**src/rtl/mskaes_128bits_round_ctrl.sv**
```systemverilog
// Round sequencer for the 128-bit-per-cycle masked AES-128 core.
// Drives AddRoundKey, state, key-schedule and masked S-box enables, counts rounds, generates Rcon.
//
// Parameters:
//   NROUNDS - AES rounds after the initial key addition (default 10)
//   SB_LAT  - masked S-box layer latency in enabled cycles, >= 1 (default 4)
//
// Ports:
//   clk, rst             - rising-edge clock, synchronous active-high reset
//   in_valid / in_ready  - block input handshake (plaintext and key shares on datapath)
//   out_valid / out_ready- ciphertext handshake (shares held in state register)
//   rnd_valid/ rnd_ready - fresh randomness handshake for the S-box gadgets
//   ak_sel_init          - AK operand select: 1 = input plaintext/key, 0 = round path
//   state_en             - state register load enable
//   key_load             - key register loads the input key shares
//   ks_en                - key register loads the next round key
//   sb_en                - S-box pipeline advance enable
//   mc_bypass            - skip MixColumns in the last round
//   rcon                 - round constant for the key schedule
//   round                - current round index, 0..NROUNDS
//   busy                 - a block is in flight
//
// Build option: define MSKAES_RND_STALL_EN to let rnd_valid=0 stall the S-box
// layer; otherwise rnd_valid is ignored and randomness is assumed always present.
module mskaes_128bits_round_ctrl #(
    parameter int NROUNDS = 10,
    parameter int SB_LAT  = 4
) (
    input  logic       clk,
    input  logic       rst,
    input  logic       in_valid,
    output logic       in_ready,
    output logic       out_valid,
    input  logic       out_ready,
    input  logic       rnd_valid,
    output logic       rnd_ready,
    output logic       ak_sel_init,
    output logic       state_en,
    output logic       key_load,
    output logic       ks_en,
    output logic       sb_en,
    output logic       mc_bypass,
    output logic [7:0] rcon,
    output logic [3:0] round,
    output logic       busy
);

    localparam int WCW = (SB_LAT > 1) ? $clog2(SB_LAT) : 1;
    localparam logic [WCW-1:0] WAIT_LAST = WCW'(SB_LAT - 1);
    localparam logic [3:0] LAST_RND = 4'(NROUNDS);

    localparam logic [1:0] S_IDLE     = 2'd0;
    localparam logic [1:0] S_WAIT_SB  = 2'd1;
    localparam logic [1:0] S_ROUND_AK = 2'd2;
    localparam logic [1:0] S_DONE     = 2'd3;

    logic [1:0]     r_fsm;
    logic [3:0]     r_round_cnt;
    logic [WCW-1:0] r_wait_cnt;
    logic [7:0]     r_rcon_q;

    logic       w_rnd;
    logic       w_in_idle;
    logic       w_in_wait;
    logic       w_in_ak;
    logic       w_in_done;
    logic       w_accept;
    logic       w_last_rnd;
    logic [7:0] w_xtime;

`ifdef MSKAES_RND_STALL_EN
    assign w_rnd = rnd_valid;
`else
    // Randomness is treated as always available; the OR keeps the port
    // referenced so both builds share one port list.
    assign w_rnd = rnd_valid | 1'b1;
`endif

    assign w_in_idle  = (r_fsm == S_IDLE);
    assign w_in_wait  = (r_fsm == S_WAIT_SB);
    assign w_in_ak    = (r_fsm == S_ROUND_AK);
    assign w_in_done  = (r_fsm == S_DONE);
    assign w_last_rnd = (r_round_cnt == LAST_RND);

    // Reset gates acceptance so no block is taken during the reset cycle.
    assign in_ready = w_in_idle & ~rst;
    assign w_accept = in_ready & in_valid;

    assign sb_en       = w_in_wait & w_rnd;
    assign rnd_ready   = sb_en;
    assign ak_sel_init = w_accept;
    assign key_load    = w_accept;
    assign state_en    = w_accept | w_in_ak;
    assign ks_en       = w_in_ak;
    assign mc_bypass   = w_in_ak & w_last_rnd;
    assign out_valid   = w_in_done;
    assign busy        = ~w_in_idle;
    assign rcon        = r_rcon_q;
    assign round       = r_round_cnt;

    // Multiply by x in GF(2^8) modulo the AES polynomial.
    assign w_xtime = {r_rcon_q[6:0], 1'b0} ^ (r_rcon_q[7] ? 8'h1b : 8'h00);

    always_ff @(posedge clk) begin
        if (rst) begin
            r_fsm       <= S_IDLE;
            r_round_cnt <= 4'd0;
            r_wait_cnt  <= '0;
            r_rcon_q    <= 8'h01;
        end else begin
            unique case (r_fsm)
                S_IDLE: begin
                    if (w_accept) begin
                        r_round_cnt <= 4'd1;
                        r_wait_cnt  <= '0;
                        r_rcon_q    <= 8'h01;
                        r_fsm       <= S_WAIT_SB;
                    end
                end
                S_WAIT_SB: begin
                    if (sb_en) begin
                        if (r_wait_cnt == WAIT_LAST) begin
                            r_wait_cnt <= '0;
                            r_fsm      <= S_ROUND_AK;
                        end else begin
                            r_wait_cnt <= r_wait_cnt + 1'b1;
                        end
                    end
                end
                S_ROUND_AK: begin
                    if (w_last_rnd) begin
                        r_fsm <= S_DONE;
                    end else begin
                        r_round_cnt <= r_round_cnt + 4'd1;
                        r_rcon_q    <= w_xtime;
                        r_fsm       <= S_WAIT_SB;
                    end
                end
                S_DONE: begin
                    if (out_ready) begin
                        r_fsm <= S_IDLE;
                    end
                end
                default: r_fsm <= S_IDLE;
            endcase
        end
    end

endmodule

```
**config.mk**
```make
export PLATFORM = sky130hd
export DESIGN_NAME = mskaes_128bits_round_ctrl
export DESIGN_NICKNAME = d
export VERILOG_FILES = /design/src/rtl/mskaes_128bits_round_ctrl.sv
export SDC_FILE = /design/constraint.sdc
export NUM_CORES = 1
export LEC_CHECK = 0
export BUFFER_PORTS_ARGS = -buffer_cell sky130_fd_sc_hd__buf_4
export CAP_MARGIN = 20
export CORE_AREA = 2 2 42 51
export DETAILED_ROUTE_END_ITERATION = 6
export DIE_AREA = 0 0 44 53
export PLACE_DENSITY = 0.82
export REMOVE_ABC_BUFFERS = 1
export SLEW_MARGIN = 10
export SYNTH_ARGS = -nofsm -noshare
export SYNTH_HDL_FRONTEND = slang
export SYNTH_SLANG_ARGS = --single-unit
```
**constraint.sdc**
```tcl
create_clock -name clk -period 2.7 [get_ports clk]
set_clock_uncertainty 0.2 [all_clocks]
set_input_delay 0.27 -clock clk [delete_from_list [all_inputs] [get_ports clk]]
set_output_delay 0.27 -clock clk [all_outputs]
set_load 0.02 [all_outputs]
```
==> metrics.md, run 1 <==
| Metric | Value |
|---|---|
| Fin crit period | `2.14 ns` |
| Max cap viols | `0` |
| Max_slew headroom | `46.8%` |
| CP endpoint kind | `output pin` |
| Hold Slack | `0.0908 ns` |
| Post-synth top area cell | `dfxtp_1` |
| Post-synth top area share | `36.6%` |
| RSZ-0062 raised after global routing | `no` |
| Synth warnings | `0` |
| Worst-Margin Slew | `0.797 ns` |
| CTS Buffer Depth | `2` |
| Drt drc | `0` |
| Vias in the first global route | `655` |
| Cts bufs inserted | `3` |
| Routed wire length | `1810 um` |
| Hold EP | `round[0]$_SDFFE_PP0P_` |
| Max VDD drop | `0.267 mV` |
| Fin cells | `139` |
| Post-Syn Area | `876 um^2` |
| Cells after Synth | `99` |
| Clock root cell | `clkbuf_4` |
| Worst-skew pair later-pin latency | `0.28 ns` |
| Routed len/inst | `13.0 um` |
| GRT Total Usage | `16.6%` |
| Ant. Diodes | `0` |
| Worst hold start | `rst` |
| Req. time, crit path | `2.23 ns` |
| End of the worst register-to-register path | `round[3]$_SDFFE_PP0P_` |
| FF-to-FF path depth | `4` |
| Hold_buf cts | `0` |
| IO Port Bufs | `25` |
| Num rows | `17` |
| Reg-to-reg setup timing slack | `0.93 ns` |
| Initial antenna violation count | `0` |
| Sequential area share after synthesis | `36.6%` |
| Sink Count | `16` |
| TritonRoute pass-1 iters | `4` |
| Postcts setup bufs | `0` |
| Synth cell count leaders | `17 x nor2_1, 16 x dfxtp_1, 8 x a21oi_1, 6 x a22oi_1` |
| Top cells by area, synth | `dfxtp_1 37%, nor2_1 7.3%, a22oi_1 5.1%` |
| Via count | `775` |
| Max-slew violations | `0` |
| Crit share post-route | `79.1%` |
| TritonCTS clock tree | `built` |
| Die height | `53 um` |
| Post_cts resized | `0` |
| Post-synth EDFFs | `0` |
| Synth Area per Inst | `8.85 um^2` |
| Startpoint Class | `register` |
| P&R area growth vs syn | `21.1%` |
| Final nets | `129` |
| Die area | `2330 um^2` |
| DRT iter0 DRCs | `15` |
| Final setup viols | `0` |
| Synth async-reset ratio | `0%` |
| Library cells used by synthesis | `34` |
| Crit path kind | `reg -> out` |
| Core region area | `1830 um^2` |
| Cell Pwr Density | `442 nW/um^2` |
| Die Span X | `44 um` |
| Largest net degree at the start of global routing | `19` |
| H-tree levels | `1` |
| Initial core utilization | `47.9%` |
| Gpl congestion | `0.768` |
| Placed cells | `135` |
| Pleak | `0.511 nW` |
| R2R Path Start | `r_fsm[1]$_SDFFE_PP0P_` |
| Count leader, synth | `nor2_1` |
| Final ANT Viol Nets | `0` |
| Crit-path max FO | `17` |
| Yosys reg bits | `16` |
| HP Class | `in -> reg` |
| CTS clk-pin slew, worst paths | `0.10 ns` |
| I/O Pins | `27` |
| Hold Path Stages | `2` |
| Final hold vios | `0` |
| Hpwl dp | `1320 um` |
| Grt total ovfl | `0` |
| Setup Total Neg Slack | `0 ns` |
| Outcome | `finished clean` |
| Fill cell count | `174` |
| Via density | `5.58` |
| Max frequency | `468 MHz` |
| Share of layout cells above drive strength 1 | `32.5%` |
| WP data arrival | `1.67 ns` |
| Synth Flop Type | `dfxtp_1` |
| First-pass GRT wire length | `2900 um` |
==> worst max path at each step <==
stage | start | endpoint | slack, ns | cells past startpoint
global placement | r_fsm[1]$_SDFFE_PP0P_ | mc_bypass | 0.94 | 3
floorplan | r_fsm[1]$_SDFFE_PP0P_ | ak_sel_init | 0.91 | 3
detailed placement | r_fsm[1]$_SDFFE_PP0P_ | mc_bypass | 0.90 | 3
finish | r_fsm[1]$_SDFFE_PP0P_ | mc_bypass | 0.56 | 3
global route | r_fsm[1]$_SDFFE_PP0P_ | mc_bypass | 0.44 | 3
CTS | r_fsm[1]$_SDFFE_PP0P_ | mc_bypass | 0.56 | 3
==> per-layer routing <==
metal  global-route usage, %  vias to the layer above  share of wire, %
met4                    9.60                        0               1.5
met1                    21.3                      364                43
li1                        -                      388                 -
met2                    27.2                       21                51
met5                       0                        -                 0
met3                    1.02                        2               3.9
==> power breakdown <==
group | internal [mW] | total [mW] | switching [mW]
Combinational | 0.0259 | 0.0615 | 0.0356
Sequential | 0.240 | 0.247 | 0.00722
Clock | 0.0820 | 0.160 | 0.0783
Total | 0.348 | 0.469 | 0.121
==> cell usage in the layout, fill, tap and decap left out, types with 2 or more instances in the layout <==
cell type  instances
mux2i_1            2
dfxtp_1           16
nor2_1            17
xor2_1             3
nor3_1             3
a21oi_1            8
ha_1               3
o21ai_1            2
buf_4             25
a22oi_1            6
nand2_1            4
o21bai_1           2
a31oi_1            2
inv_1              4
nand4_1            4
clkbuf_4           3
==> layout make-up <==
cell class	instances	area, um^2	share of cell area, %
multi-input combinational	70	474	44.7
sequential	16	320	30.2
timing repair buffer	25	188	17.7
clock buffer	4	36.3	3.42
tap	19	23.8	2.24
inverter	5	18.8	1.77
==> per-stage QoR <==
step                worst slack (ns)  power, mW  util, %  area (um^2)
floorplan                      0.906      0.287        -          813
global placement               0.941      0.313     56.0         1020
detailed placement             0.898      0.315     56.0         1020
CTS                            0.561      0.471     58.0         1060
global route                   0.435      0.487     58.0         1060
finish                         0.564      0.469     58.0         1060
==> critical path, cell delays in order, from the launching register on <==
cell	delay, ns
dfxtp_1	0.85
nand2b_4	0.15
nor2_1	0.21
buf_4	0.17
==> kinds of logic (layout without fill, tap and decap cells) <==
logic type	count (synthesis)	in the layout	share of synthesized area [%]
muxes	2	2	2.29
adders and majority gates	3	3	4.29
xor gates and xnor gates	3	3	3.00
AOI/OAI and AO/OA	23	23	18.7
DFF	16	16	36.6
buffers and inverters	13	34	9.28
and+or+nand+nor	39	39	25.9
==> registers in the layout, summed over array words and instances (netlist names) <==
register	flops
round	4
rcon	8
r_wait_cnt	2
r_fsm	2
Power figures use the tool's default switching activity.
==> run 2, diff against run 1 <==
Settings changed: CORE_AREA 2 2 42 51 to 2 2 42 52, DIE_AREA 0 0 44 53 to 0 0 44 54, PLACE_DENSITY 0.82 to 0.81.
Clock period 2.7 ns to 2.1 ns, I/O delays scaled along.
==> metrics.md, run 2 (synthesis results as in run 1) <==
| Metric | Value |
|---|---|
| Outcome | `finished clean (unchanged)` |
| P&R area growth vs syn | `23.0% (was 21.1%)` |
| Initial antenna violation count | `0 (unchanged)` |
| Routed len/inst | `12.8 um (was 13.0 um)` |
| R2R Path Start | `r_fsm[1]$_SDFFE_PP0P_ (unchanged)` |
| Startpoint Class | `register (unchanged)` |
| Most common cell after layout, fill and taps aside | `buf_4 (unchanged)` |
| CTS clk-pin slew, worst paths | `0.09 ns (was 0.10 ns)` |
| Max_slew headroom | `64.1% (was 46.8%)` |
| Final setup viols | `0 (unchanged)` |
| Hold EP | `round[0]$_SDFFE_PP0P_ (unchanged)` |
| Max-slew violations | `0 (unchanged)` |
| Crit path kind | `reg -> out (unchanged)` |
| TritonCTS clock tree | `built (unchanged)` |
| Worst hold start | `rst (unchanged)` |
| Max frequency | `523 MHz` |
| Gpl congestion | `0.831 (was 0.768)` |
| Num rows | `18 (was 17)` |
| Clock root cell | `clkbuf_4 (unchanged)` |
| Post-route setup slack | `0.188 ns (was 0.564 ns)` |
| Sink Count | `16 (unchanged)` |
| Fin cells | `142 (was 139)` |
| Setup Total Neg Slack | `0 ns (unchanged)` |
| Share of layout cells above drive strength 1 | `33.6% (was 32.5%)` |
| Routed wire length | `1820 um (was 1810 um)` |
| Worst-Margin Slew | `0.539 ns (was 0.797 ns)` |
| First-pass GRT wire length | `2900 um (about the same)` |
| Vias in the first global route | `693 (was 655)` |
| Req. time, crit path | `1.69 ns (was 2.23 ns)` |
| DRT iter0 DRCs | `22 (was 15)` |
| Most frequent cells in the layout | `27 x buf_4, 17 x nor2_1, 16 x dfxtp_1 (was 25 x buf_4, 17 x nor2_1, 16 x dfxtp_1)` |
| Via density | `5.55 (was 5.58)` |
| Die Span X | `44 um (unchanged)` |
| Largest net degree at the start of global routing | `19 (unchanged)` |
| Initial core utilization | `45.2% (was 47.9%)` |
| Critical path, cell by cell | `ha_1 > nand3b_2 > nor2_1 > buf_4 (was nand2b_4 > nor2_1 > buf_4)` |
| Crit share post-route | `91.1%` |
| Max FFs per register | `8 (unchanged)` |
| Grt total ovfl | `0 (unchanged)` |
| FF-to-FF path depth | `5 (was 4)` |
| HP Class | `in -> reg (unchanged)` |
| Cell Pwr Density | `558 nW/um^2 (was 442 nW/um^2)` |
| CP max stage delay | `0.42 ns (was 0.85 ns)` |
| Placed cells | `138 (was 135)` |
| End of the worst register-to-register path | `round[0]$_SDFFE_PP0P_ (was round[3]$_SDFFE_PP0P_)` |
| Final hold vios | `0 (unchanged)` |
| Final ANT Viol Nets | `0 (unchanged)` |
| Hold_buf cts | `0 (unchanged)` |
| Drt drc | `0 (unchanged)` |
| Max stage delay cell, worst path | `dfxtp_1 (unchanged)` |
| CP endpoint kind | `output pin (unchanged)` |
| Max cap viols | `0 (unchanged)` |
| Final nets | `131 (was 129)` |
| Crit-path max FO | `6 (was 17)` |
| Reg-to-reg setup timing slack | `0.45 ns (was 0.93 ns)` |
| Max VDD drop | `0.244 mV (was 0.267 mV)` |
| I/O Pins | `27 (unchanged)` |
| Cts bufs inserted | `3 (unchanged)` |
| Worst-skew pair later-pin latency | `0.28 ns (about the same)` |
| GRT Total Usage | `16.5% (was 16.6%)` |
| Die area | `2380 um^2 (was 2330 um^2)` |
| Pleak | `0.521 nW (was 0.511 nW)` |
| WP data arrival | `1.50 ns (was 1.67 ns)` |
| RSZ-0062 raised after global routing | `no (unchanged)` |
| Core region area | `1940 um^2 (was 1830 um^2)` |
| Hold Path Stages | `2 (unchanged)` |
| TritonRoute pass-1 iters | `4 (unchanged)` |
| Postcts setup bufs | `0 (unchanged)` |
| Fin crit period | `1.91 ns` |
| Hpwl dp | `1360 um (was 1320 um)` |
| H-tree levels | `1 (unchanged)` |
| Via count | `788 (was 775)` |
| CTS Buffer Depth | `2 (unchanged)` |
| IO Port Bufs | `25 (unchanged)` |
| Ant. Diodes | `0 (unchanged)` |
| Post_cts resized | `0 (unchanged)` |
| Pre-CTS setup slack | `0.491 ns (was 0.898 ns)` |
| Die height | `54 um (was 53 um)` |
==> run 2: metal layers <==
| layer | global-route usage (%) | share of wire, % |
|---|---|---|
| met5 | 0 | 0 |
| met4 | 10.1 | 2.1 |
| met3 | 1.68 | 5.1 |
| met2 | 29.4 | 54 |
| met1 | 18.6 | 39 |
==> run 2: per-stage QoR <==
stage / util (%) / power (mW) / instance area, um^2 / hold slack (ns)
3_5_place_dp: 53.7 / 0.407 / 1040 / 0.266
3_3_place_gp: 53.7 / 0.405 / 1040 / 0.257
6_report: 55.6 / 0.601 / 1080 / 0.0336
4_1_cts: 55.6 / 0.608 / 1080 / 0.0297
2_1_floorplan: - / 0.370 / 813 / 0.0746
5_1_grt: 55.6 / 0.630 / 1080 / 0.0292
==> run 2: worst max-delay path by stage <==
stage / from / to / slack (ns) / cells past startpoint
floorplan: r_fsm[1]$_SDFFE_PP0P_ / ak_sel_init / 0.37 / 3
global placement: round[1]$_SDFFE_PP0P_ / mc_bypass / 0.51 / 4
detailed placement: r_fsm[1]$_SDFFE_PP0P_ / round[0]$_SDFFE_PP0P_ / 0.49 / 5
CTS: round[1]$_SDFFE_PP0P_ / mc_bypass / 0.17 / 4
global route: round[1]$_SDFFE_PP0P_ / mc_bypass / 0.05 / 4
finish: round[1]$_SDFFE_PP0P_ / mc_bypass / 0.19 / 4
==> run 2: area by class of cell <==
class,instances,area [um^2]
Fill cell,182,860
Multi-Input combinational cell,70,474
Sequential cell,16,320
Timing Repair Buffer,27,203
Clock buffer,4,36.3
Tap cell,20,25.0
Inverter,5,18.8
==> run 2: worst max-delay path, delay by kind of cell, from the launching register on <==
| kind | cells | cell delay [ns] |
|---|---|---|
| flops | 1 | 0.42 |
| simple gates | 2 | 0.35 |
| fa+ha+maj | 1 | 0.29 |
| buf+inv | 1 | 0.16 |
==> run 2: report_power, final <==
| part | internal [mW] | switching [mW] |
|---|---|---|
| sequential | 0.309 | 0.00668 |
| clock | 0.105 | 0.0961 |
| combinational | 0.0354 | 0.0491 |
